<file path="config.mk">
export PLATFORM = sky130hd
export DESIGN_NAME = simplez_rx
export DESIGN_NICKNAME = d
export VERILOG_FILES = /design/src/rtl/simplez_rx.sv
export SDC_FILE = /design/constraint.sdc
export NUM_CORES = 1
export LEC_CHECK = 0
export ABC_AREA = 0
export CAP_MARGIN = 0
export CORE_ASPECT_RATIO = 0.9
export CORE_MARGIN = 2
export CORE_UTILIZATION = 50
export CTS_CLUSTER_DIAMETER = 150
export DETAILED_ROUTE_END_ITERATION = 6
export DONT_BUFFER_PORTS = 1
export GPL_ROUTABILITY_DRIVEN = 0
export PLACE_DENSITY = 0.65
export SLEW_MARGIN = 15
export SYNTH_ARGS = -nofsm -noshare
export SYNTH_HDL_FRONTEND = slang
export SYNTH_SLANG_ARGS = --single-unit
</file>
<file path="constraint.sdc">
create_clock -name clk -period 2.4 [get_ports clk]
set_input_delay 0.24 -clock clk [delete_from_list [all_inputs] [get_ports clk]]
set_output_delay 0.24 -clock clk [all_outputs]
set_load 0.02 [all_outputs]
</file>
<file path="src/rtl/simplez_rx.sv">
// Simplez SoC serial receiver: 8N1 oversampling receiver with a byte holding
// register and sticky ready, framing-error and overrun flags.
module simplez_rx #(
    parameter int BAUD = 104
) (
    input  logic       clk,
    input  logic       rst,
    input  logic       rx,
    input  logic       rcv_clr,
    output logic [7:0] data,
    output logic       rcv,
    output logic       ferr,
    output logic       ovr
);

    localparam int DIV_W = (BAUD > 1) ? $clog2(BAUD) : 1;
    localparam logic [DIV_W-1:0] DIV_HALF = DIV_W'(BAUD / 2 - 1);
    localparam logic [DIV_W-1:0] DIV_FULL = DIV_W'(BAUD - 1);
    localparam logic [DIV_W-1:0] DIV_ONE  = DIV_W'(1);

    typedef enum logic [1:0] {
        IDLE,
        START,
        DATA,
        STOP
    } state_t;

    state_t           state_q, state_d;
    logic [1:0]       sync_q, sync_d;
    logic [DIV_W-1:0] div_q, div_d;
    logic [2:0]       bitn_q, bitn_d;
    logic [7:0]       sr_q, sr_d;
    logic [7:0]       data_q, data_d;
    logic             rcv_q, rcv_d;
    logic             ferr_q, ferr_d;
    logic             ovr_q, ovr_d;

    logic             rx_s;
    logic             sample;

    assign rx_s   = sync_q[1];
    assign sample = (div_q == '0);

    always_comb begin
        state_d = state_q;
        sync_d  = {sync_q[0], rx};
        div_d   = div_q;
        bitn_d  = bitn_q;
        sr_d    = sr_q;
        data_d  = data_q;
        rcv_d   = rcv_q;
        ferr_d  = ferr_q;
        ovr_d   = ovr_q;

        // A read strobe clears the flags; a completing frame below overrides it.
        if (rcv_clr) begin
            rcv_d  = 1'b0;
            ferr_d = 1'b0;
            ovr_d  = 1'b0;
        end

        case (state_q)
            IDLE: begin
                if (!rx_s) begin
                    state_d = START;
                    div_d   = DIV_HALF;
                end
            end
            START: begin
                if (sample) begin
                    if (!rx_s) begin
                        state_d = DATA;
                        div_d   = DIV_FULL;
                    end else begin
                        state_d = IDLE;
                    end
                end else begin
                    div_d = div_q - DIV_ONE;
                end
            end
            DATA: begin
                if (sample) begin
                    sr_d   = {rx_s, sr_q[7:1]};
                    bitn_d = bitn_q + 3'd1;
                    div_d  = DIV_FULL;
                    if (bitn_q == 3'd7) begin
                        state_d = STOP;
                    end
                end else begin
                    div_d = div_q - DIV_ONE;
                end
            end
            STOP: begin
                // Re-arm at mid stop bit so a back-to-back start bit is caught.
                if (sample) begin
                    state_d = IDLE;
                    if (rx_s) begin
                        data_d = sr_q;
                        rcv_d  = 1'b1;
                        ovr_d  = rcv_q & ~rcv_clr;
                    end else begin
                        ferr_d = 1'b1;
                    end
                end else begin
                    div_d = div_q - DIV_ONE;
                end
            end
            default: state_d = IDLE;
        endcase
    end

    always_ff @(posedge clk or posedge rst) begin
        if (rst) begin
            state_q <= IDLE;
            sync_q  <= 2'b11;
            div_q   <= '0;
            bitn_q  <= 3'd0;
            sr_q    <= 8'h00;
            data_q  <= 8'h00;
            rcv_q   <= 1'b0;
            ferr_q  <= 1'b0;
            ovr_q   <= 1'b0;
        end else begin
            state_q <= state_d;
            sync_q  <= sync_d;
            div_q   <= div_d;
            bitn_q  <= bitn_d;
            sr_q    <= sr_d;
            data_q  <= data_d;
            rcv_q   <= rcv_d;
            ferr_q  <= ferr_d;
            ovr_q   <= ovr_d;
        end
    end

    assign data = data_q;
    assign rcv  = rcv_q;
    assign ferr = ferr_q;
    assign ovr  = ovr_q;

endmodule

</file>
==> flow_summary.rst, run 1 <==
.. list-table::
   :header-rows: 1

   * - Metric
     - Value
   * - Grt ovf
     - 0
   * - Maximum operating frequency
     - 509.6 MHz
   * - Antenna cells
     - 0
   * - Number of enable flip-flop cells after synthesis
     - 0
   * - Syn nets
     - 152
   * - Initial detailed-routing violation count
     - between 60 and 70
   * - Count of cell types in the netlist
     - 37
   * - TritonRoute pass-1 iters
     - 4
   * - Post-synthesis register bit count
     - 33
   * - Pin count of the biggest net entering global routing
     - 19
   * - Total length of routed met2 wires
     - approximately 1300 µm
   * - Number of buffers inserted by port buffering
     - 0
   * - Layout-stage area growth over the synthesis result
     - 9.556%
   * - Number of buffers and inverters on the critical path
     - 0
   * - Post-route worst setup slack
     - 0.4376 ns
   * - Number of global-route vias before repair
     - 1,062
   * - Pin slew with the least headroom to its limit
     - 0.5912 ns
   * - Sequential share of the synthesized area
     - 0.4981
   * - Clock Root Buffer
     - sky130_fd_sc_hd__clkbuf_8
   * - H-tree Lvls
     - 2
   * - Die Span X
     - 64.79 µm
   * - Global router's overall resource usage
     - 0.1811
   * - Normalized max-slew margin
     - 0.6054
   * - PwrDens
     - 554.2 nW/µm²
   * - Floorplan row count
     - 19
   * - RSZ-0062 raised after global routing
     - false
   * - Fin crit share
     - 0.8177
   * - First-pass GRT wire length
     - around 5000 µm
   * - Warnings, synthesis
     - 0
   * - CP cell instances
     - or4_4, o31ai_4, nor3_1, o22a_1
   * - Total Negative Setup Slacks
     - 0 ns
   * - Worst-case setup slack after placement
     - 0.4578 ns
   * - Netlist Area Pre-Place
     - 1663 µm²
   * - Post-CTS clock slew at the launch and capture registers of the worst setup and hold paths
     - ~0.07 ns
   * - Top cell family by delay on the critical path
     - simple AND/OR/NAND/NOR gates
   * - CTS buffer count
     - 5
   * - Max Cap Violations
     - 0
   * - Data required time of the worst path
     - 2.57 ns
   * - Starting density of the core
     - 0.5339
   * - CTS-repair resized insts
     - 0
   * - Final net count
     - 160
   * - CP max stage cell
     - sky130_fd_sc_hd__or4_4
   * - Number of antenna violations at the first check in global routing
     - 0
   * - Worst hold slack after final layout
     - 0.01170 ns
   * - Fin Clk Skew
     - 0.003682 ns
   * - Detailed-route wire length per cell
     - 15.59 µm
   * - Vias per std cell
     - 5.721
   * - CP Capture Type
     - flop
   * - Via count of the routed design
     - 1,087
   * - Max Transition Viols Final
     - 0
   * - Total wirelength of the detailed-routed design
     - 2962 µm
   * - Detail Placement HPWL
     - 2076 µm
   * - Arrival time of data at the critical path endpoint
     - around 2.1 ns
   * - Delay of the slowest cell on the worst path
     - 0.59 ns
   * - Core area
     - 3114 µm²
   * - Post-CTS setup repair buffer count
     - 0
   * - Number of sinks driven by the clock tree
     - 33
   * - DRC violation count after routing
     - 0
   * - Later-pin clock latency in the skew report
     - 0.29 ns
   * - Layout Utilization
     - 0.5850
   * - Final antenna-violating net count
     - 0
   * - Number of endpoints with negative hold slack in the final report
     - 0
   * - Most frequently used flop master after synthesis
     - sky130_fd_sc_hd__dfrtp_1
   * - Synth Area per Inst
     - between 10 and 15 µm²
   * - Top Metal Used
     - met4
   * - Hold buffer count at CTS
     - 2
   * - Number of top-level design ports
     - 15
   * - DP Cell Count
     - 180
   * - Class of the most critical setup path
     - flop to flop
   * - M1 wire length
     - 1482 µm
   * - Clock tree from TritonCTS
     - done
   * - Gate Count Post-Synth
     - 139
   * - Result of the run
     - finished clean
   * - Die area
     - 3804 µm²
   * - Die height
     - approximately 59 µm
   * - Worst min path class
     - primary input to flop
   * - Final min period
     - just under 2 ns
   * - Async S/R FF share, synth
     - 1.000
   * - Pleak
     - 0.0009081 µW
   * - Largest driver fanout on the critical path
     - 10
   * - Met3 WL post-DR
     - 124 µm
   * - Startpoint kind of the worst setup timing path
     - flop
   * - Buffer depth of the longest clock path
     - 2
   * - Fraction of layout instances using a drive strength above 1
     - 0.2365
   * - Total of endpoints with negative setup slack in the final report
     - 0
   * - Count of placed standard cells in the final layout, fillers left out
     - 190
   * - VDD IR-drop max
     - between 400 and 500 µV
==> synth_stat cells (3+ instances only) <==
cell type | number | area share
sky130_fd_sc_hd__a21oi_1 | 7 | 0.021
sky130_fd_sc_hd__a31oi_1 | 3 | 0.011
sky130_fd_sc_hd__dfrtp_1 | 31 | 0.47
sky130_fd_sc_hd__ha_1 | 9 | 0.068
sky130_fd_sc_hd__inv_1 | 9 | 0.020
sky130_fd_sc_hd__mux2_2 | 9 | 0.061
sky130_fd_sc_hd__mux2_4 | 9 | 0.081
sky130_fd_sc_hd__nand2_1 | 10 | 0.023
sky130_fd_sc_hd__nor2_1 | 9 | 0.020
sky130_fd_sc_hd__nor3_1 | 5 | 0.015
sky130_fd_sc_hd__o21ai_0 | 3 | 0.0090
==> layout make-up <==
type / count / area, µm²
Clock buffer: 7 / 86.33
Fill cell: 263 / 1292
Clock inverter: 1 / 7.507
Timing Repair Buffer: 5 / 42.54
Tap cell: 42 / 52.55
Inverter: 9 / 33.78
Multi-Input combinational cell: 93 / 770.7
Sequential cell: 33 / 828.3
==> metal layers <==
layer / track usage / vias to the layer above
li1: - / 517
met1: 0.2522 / 542
met2: 0.2680 / 21
met3: 0.04780 / 7
met4: 0.08207 / 0
met5: 0 / -
==> cell families after synthesis <==
logic type | after synthesis | share of synthesized area
fa+ha+maj | 9 | 0.06772
flops | 33 | 0.4981
xor+xnor | 1 | 0.005268
simple gates | 34 | 0.1068
mux | 19 | 0.1482
compound gates | 30 | 0.1354
buf+inv | 13 | 0.03837
==> per-stage QoR <==
stage	power, µW	instance area (µm²)
5_1_grt	1050	1822
2_1_floorplan	581.0	1663
3_3_place_gp	585.7	1708
4_1_cts	1024	1822
6_report	1010	1822
3_5_place_dp	586.0	1708
==> sequential cells by signal, indices dropped and copies added, names as in the netlist, named ones only <==
signal and flops:
div_q 7, rcv 1, data 8, sync_q 2
ferr 1, bitn_q 3, ovr 1, sr_q 8
state_q 1
==> placed cells by master, fill, tap and decap left out, drive strengths merged, types with 2 or more instances in the layout <==
cell / netlist / final
mux2: 18 / 18
ha: 9 / 9
nor4: 2 / 2
nor2: 9 / 9
dfrtp: 31 / 31
buf: 2 / 3
dfstp: 2 / 2
o211ai: 2 / 2
nand2: 10 / 10
dlygate4sd3: 0 / 2
o22a: 2 / 2
a211oi: 2 / 2
nand2b: 2 / 2
a21oi: 7 / 7
clkbuf: 2 / 7
a31oi: 3 / 3
o31ai: 2 / 2
nor3: 5 / 5
nor2b: 2 / 2
inv: 9 / 9
o21ai: 3 / 3
o2111ai: 2 / 2
==> power breakdown <==
part           leakage, µW  internal [µW]  switching [µW]  total [µW]
logic             0.000424           3.83            11.5        15.4
registers         0.000439            559            2.80         562
clock network    0.0000445            233             199         432
total             0.000908            796             214        1010
==> path summary, 6_finish.rpt <==
path / from / to / slack, ns / depth (start not counted)
setup / recovery: div_q[3] / div_q[6] / 0.44 / 4
hold / removal: rcv_clr / ovr / 0.01 / 1
setup reg to reg: div_q[3] / div_q[6] / 0.44 / 4
hold reg to reg: sync_q[0] / sync_q[1] / 0.36 / 0
max in group asynchronous: rst / data[3] / 1.28 / 3
min in group asynchronous: rst / sr_q[1] / 0.46 / 2
No activity file was read; power rests on OpenSTA's default activity.
==> inputs of run 2 (changes only) <==
clock period = 1.84 ns   (was 2.4 ns; I/O delays follow)
==> run 2 against run 1 <==
Count of clock-buffer cells in the layout up 1. Die area did not move. Global-route usage rose by 1.6 points. Clock power rose by 28%. Sequential power grew 30%. Wire length rose by 6.3%. Critical path type unchanged. Largest cell class unchanged. Largest power group unchanged.
==> flow_summary.rst, run 2 (same netlist as run 1, synthesis figures left out) <==
.. list-table::
   :header-rows: 1

   * - Metric
     - Value
   * - Result of the run
     - finished clean
   * - Layout-stage area growth over the synthesis result
     - 15.20%
   * - Die Span X
     - 64.79 µm
   * - CTS buffer count
     - 5
   * - Post-route worst setup slack
     - roughly 0.052 ns
   * - Global router's overall resource usage
     - 0.1972
   * - Number of buffers inserted by port buffering
     - 0
   * - FF-to-FF setup slack
     - around 0.052 ns
   * - Maximum operating frequency
     - 559.3 MHz
   * - Non-Filler Cell Area, Final
     - 1916 µm²
   * - Grt ovf
     - 0
   * - Multi-input gate area
     - 778.2 µm²
   * - Post-Place Cell Area
     - roughly 1800 µm²
   * - Starting density of the core
     - 0.5339
   * - DRC violation count after routing
     - 0
   * - Initial detailed-routing violation count
     - 75
   * - Worst min path class
     - primary input to flop
   * - Number of global-route vias before repair
     - 1,074
   * - Worst hold slack after final layout
     - between 0.01 and 0.015 ns
   * - Final antenna-violating net count
     - 0
   * - TritonRoute pass-1 iters
     - 4
   * - Die area
     - 3804 µm²
   * - Number of endpoints with negative hold slack in the final report
     - 0
   * - Startpoint kind of the worst setup timing path
     - flop
   * - Antenna cells
     - 0
   * - Data required time of the worst path
     - 2.06 ns
   * - Fin Clk Skew
     - around 0.0049 ns
   * - Crit Reg-Reg Endpoint
     - div_q[5]
   * - Pin slew with the least headroom to its limit
     - 0.4993 ns
   * - Vias per std cell
     - 5.485
   * - Clock Root Buffer
     - sky130_fd_sc_hd__clkbuf_8
   * - Hold Path Origin
     - rcv_clr
   * - Total wirelength of the detailed-routed design
     - ~3200 µm
   * - Detail Placement HPWL
     - about 2200 µm
   * - Clock tree from TritonCTS
     - done
   * - Detailed-route wire length per cell
     - roughly 16 µm
   * - Most common library cell in the layout ignoring fill and taps
     - sky130_fd_sc_hd__dfrtp_1
   * - Number of cells traversed by the worst register-to-register path
     - 4
   * - VDD IR-drop max
     - 625.7 µV
   * - Number of fill cells in the layout
     - 242
   * - Worst Hold Path Cells
     - 1
   * - Pleak
     - 0.0009652 µW
   * - Floorplan row count
     - 19
   * - Number of sinks driven by the clock tree
     - 33
   * - FF-to-FF Start
     - div_q[2]
   * - Largest driver fanout on the critical path
     - 4
   * - Commonest cells after routing, fill and taps aside
     - 31 x sky130_fd_sc_hd__dfrtp_1, 11 x sky130_fd_sc_hd__buf_4, 10 x sky130_fd_sc_hd__nand2_1
   * - Normalized max-slew margin
     - 0.6667
   * - Later-pin clock latency in the skew report
     - around 0.28 ns
   * - Hold Crit Endpoint
     - ferr
   * - Class of the most critical setup path
     - flop to flop
   * - Total of endpoints with negative setup slack in the final report
     - 0
   * - Die height
     - 58.71 µm
   * - Fraction of layout instances using a drive strength above 1
     - 0.2911
   * - Pin count of the biggest net entering global routing
     - 15
   * - Post-CTS setup repair buffer count
     - 0
   * - Final min period
     - 1.788 ns
   * - PwrDens
     - 684.4 nW/µm²
   * - Max Transition Viols Final
     - 0
   * - CP Capture Type
     - flop
   * - Via count of the routed design
     - 1,097
   * - First-pass GRT wire length
     - 5492 µm
   * - Core area
     - slightly above 3000 µm²
   * - Number of antenna violations at the first check in global routing
     - 0
   * - RSZ-0062 raised after global routing
     - true
   * - Sequential cell area
     - between 800 and 900 µm²
   * - Number of top-level design ports
     - 15
   * - Buffer depth of the longest clock path
     - 2
   * - Fin crit share
     - 0.9717
   * - Final net count
     - 170
   * - Post-CTS clock slew at the launch and capture registers of the worst setup and hold paths
     - 0.07 ns
   * - Arrival time of data at the critical path endpoint
     - 2.01 ns
   * - Max Cap Violations
     - 0
   * - Worst-case setup slack after placement
     - 0.05159 ns
   * - H-tree Lvls
     - 2
run 2: timing repair:
action,in CTS,in global routing
hold buffers,3,0
hold endpoints to repair,12,0
gates resized for setup,0,3
endpoints found under the setup margin,0,22
run 2: per-layer routing:
metal  wire length [µm]  global-route usage
met1               1540              0.2920
met2               1403              0.2680
met3                158             0.05545
met4                 46             0.09119
met5                  0                   0
run 2: how the worst max path moves through the flow:
stage / cells past startpoint / slack [ns] / end / start
CTS: 5 / 0.04 / sr_q[5] / div_q[2]
global placement: 5 / 0.07 / sr_q[4] / div_q[2]
detailed placement: 5 / 0.05 / sr_q[5] / div_q[2]
floorplan: 6 / 0.006 / bitn_q[1] / div_q[3]
global route: 4 / -0.04 / div_q[5] / div_q[2]
finish: 4 / 0.05 / div_q[5] / div_q[2]
run 2: stage by stage:
step / TNS, ns / utilization / total power, µW / std cells
after global routing: -0.04031 / 0.6151 / 1361 / 200
after floorplan: 0 / - / 757.9 / 139
after detailed placement: 0 / 0.5741 / 766.5 / 189
final: 0 / 0.6151 / 1311 / 200
after CTS: 0 / 0.6127 / 1325 / 200
after global placement: 0 / 0.5741 / 765.7 / 189
run 2: critical path: stages (launching register included):
cell	delay, ns
sky130_fd_sc_hd__dfrtp_1	0.38
sky130_fd_sc_hd__or4_4	0.58
sky130_fd_sc_hd__o31ai_2	0.44
sky130_fd_sc_hd__o21bai_1	0.17
sky130_fd_sc_hd__o311a_1	0.16
run 2: cell type report:
| type | instances | area share |
|---|---|---|
| sequential | 33 | 0.4324 |
| timing repair buffer | 15 | 0.06924 |
| inverter | 9 | 0.01764 |
| multi-input combinational | 93 | 0.4063 |
| tap | 42 | 0.02743 |
| clock buffer | 8 | 0.04703 |
run 2: power by group:
group	switching, µW	internal, µW	leakage [µW]	total (µW)
registers	3.44	730	0.000439	733
clock network	249	305	0.0000455	554
logic	16.0	7.78	0.000480	23.8
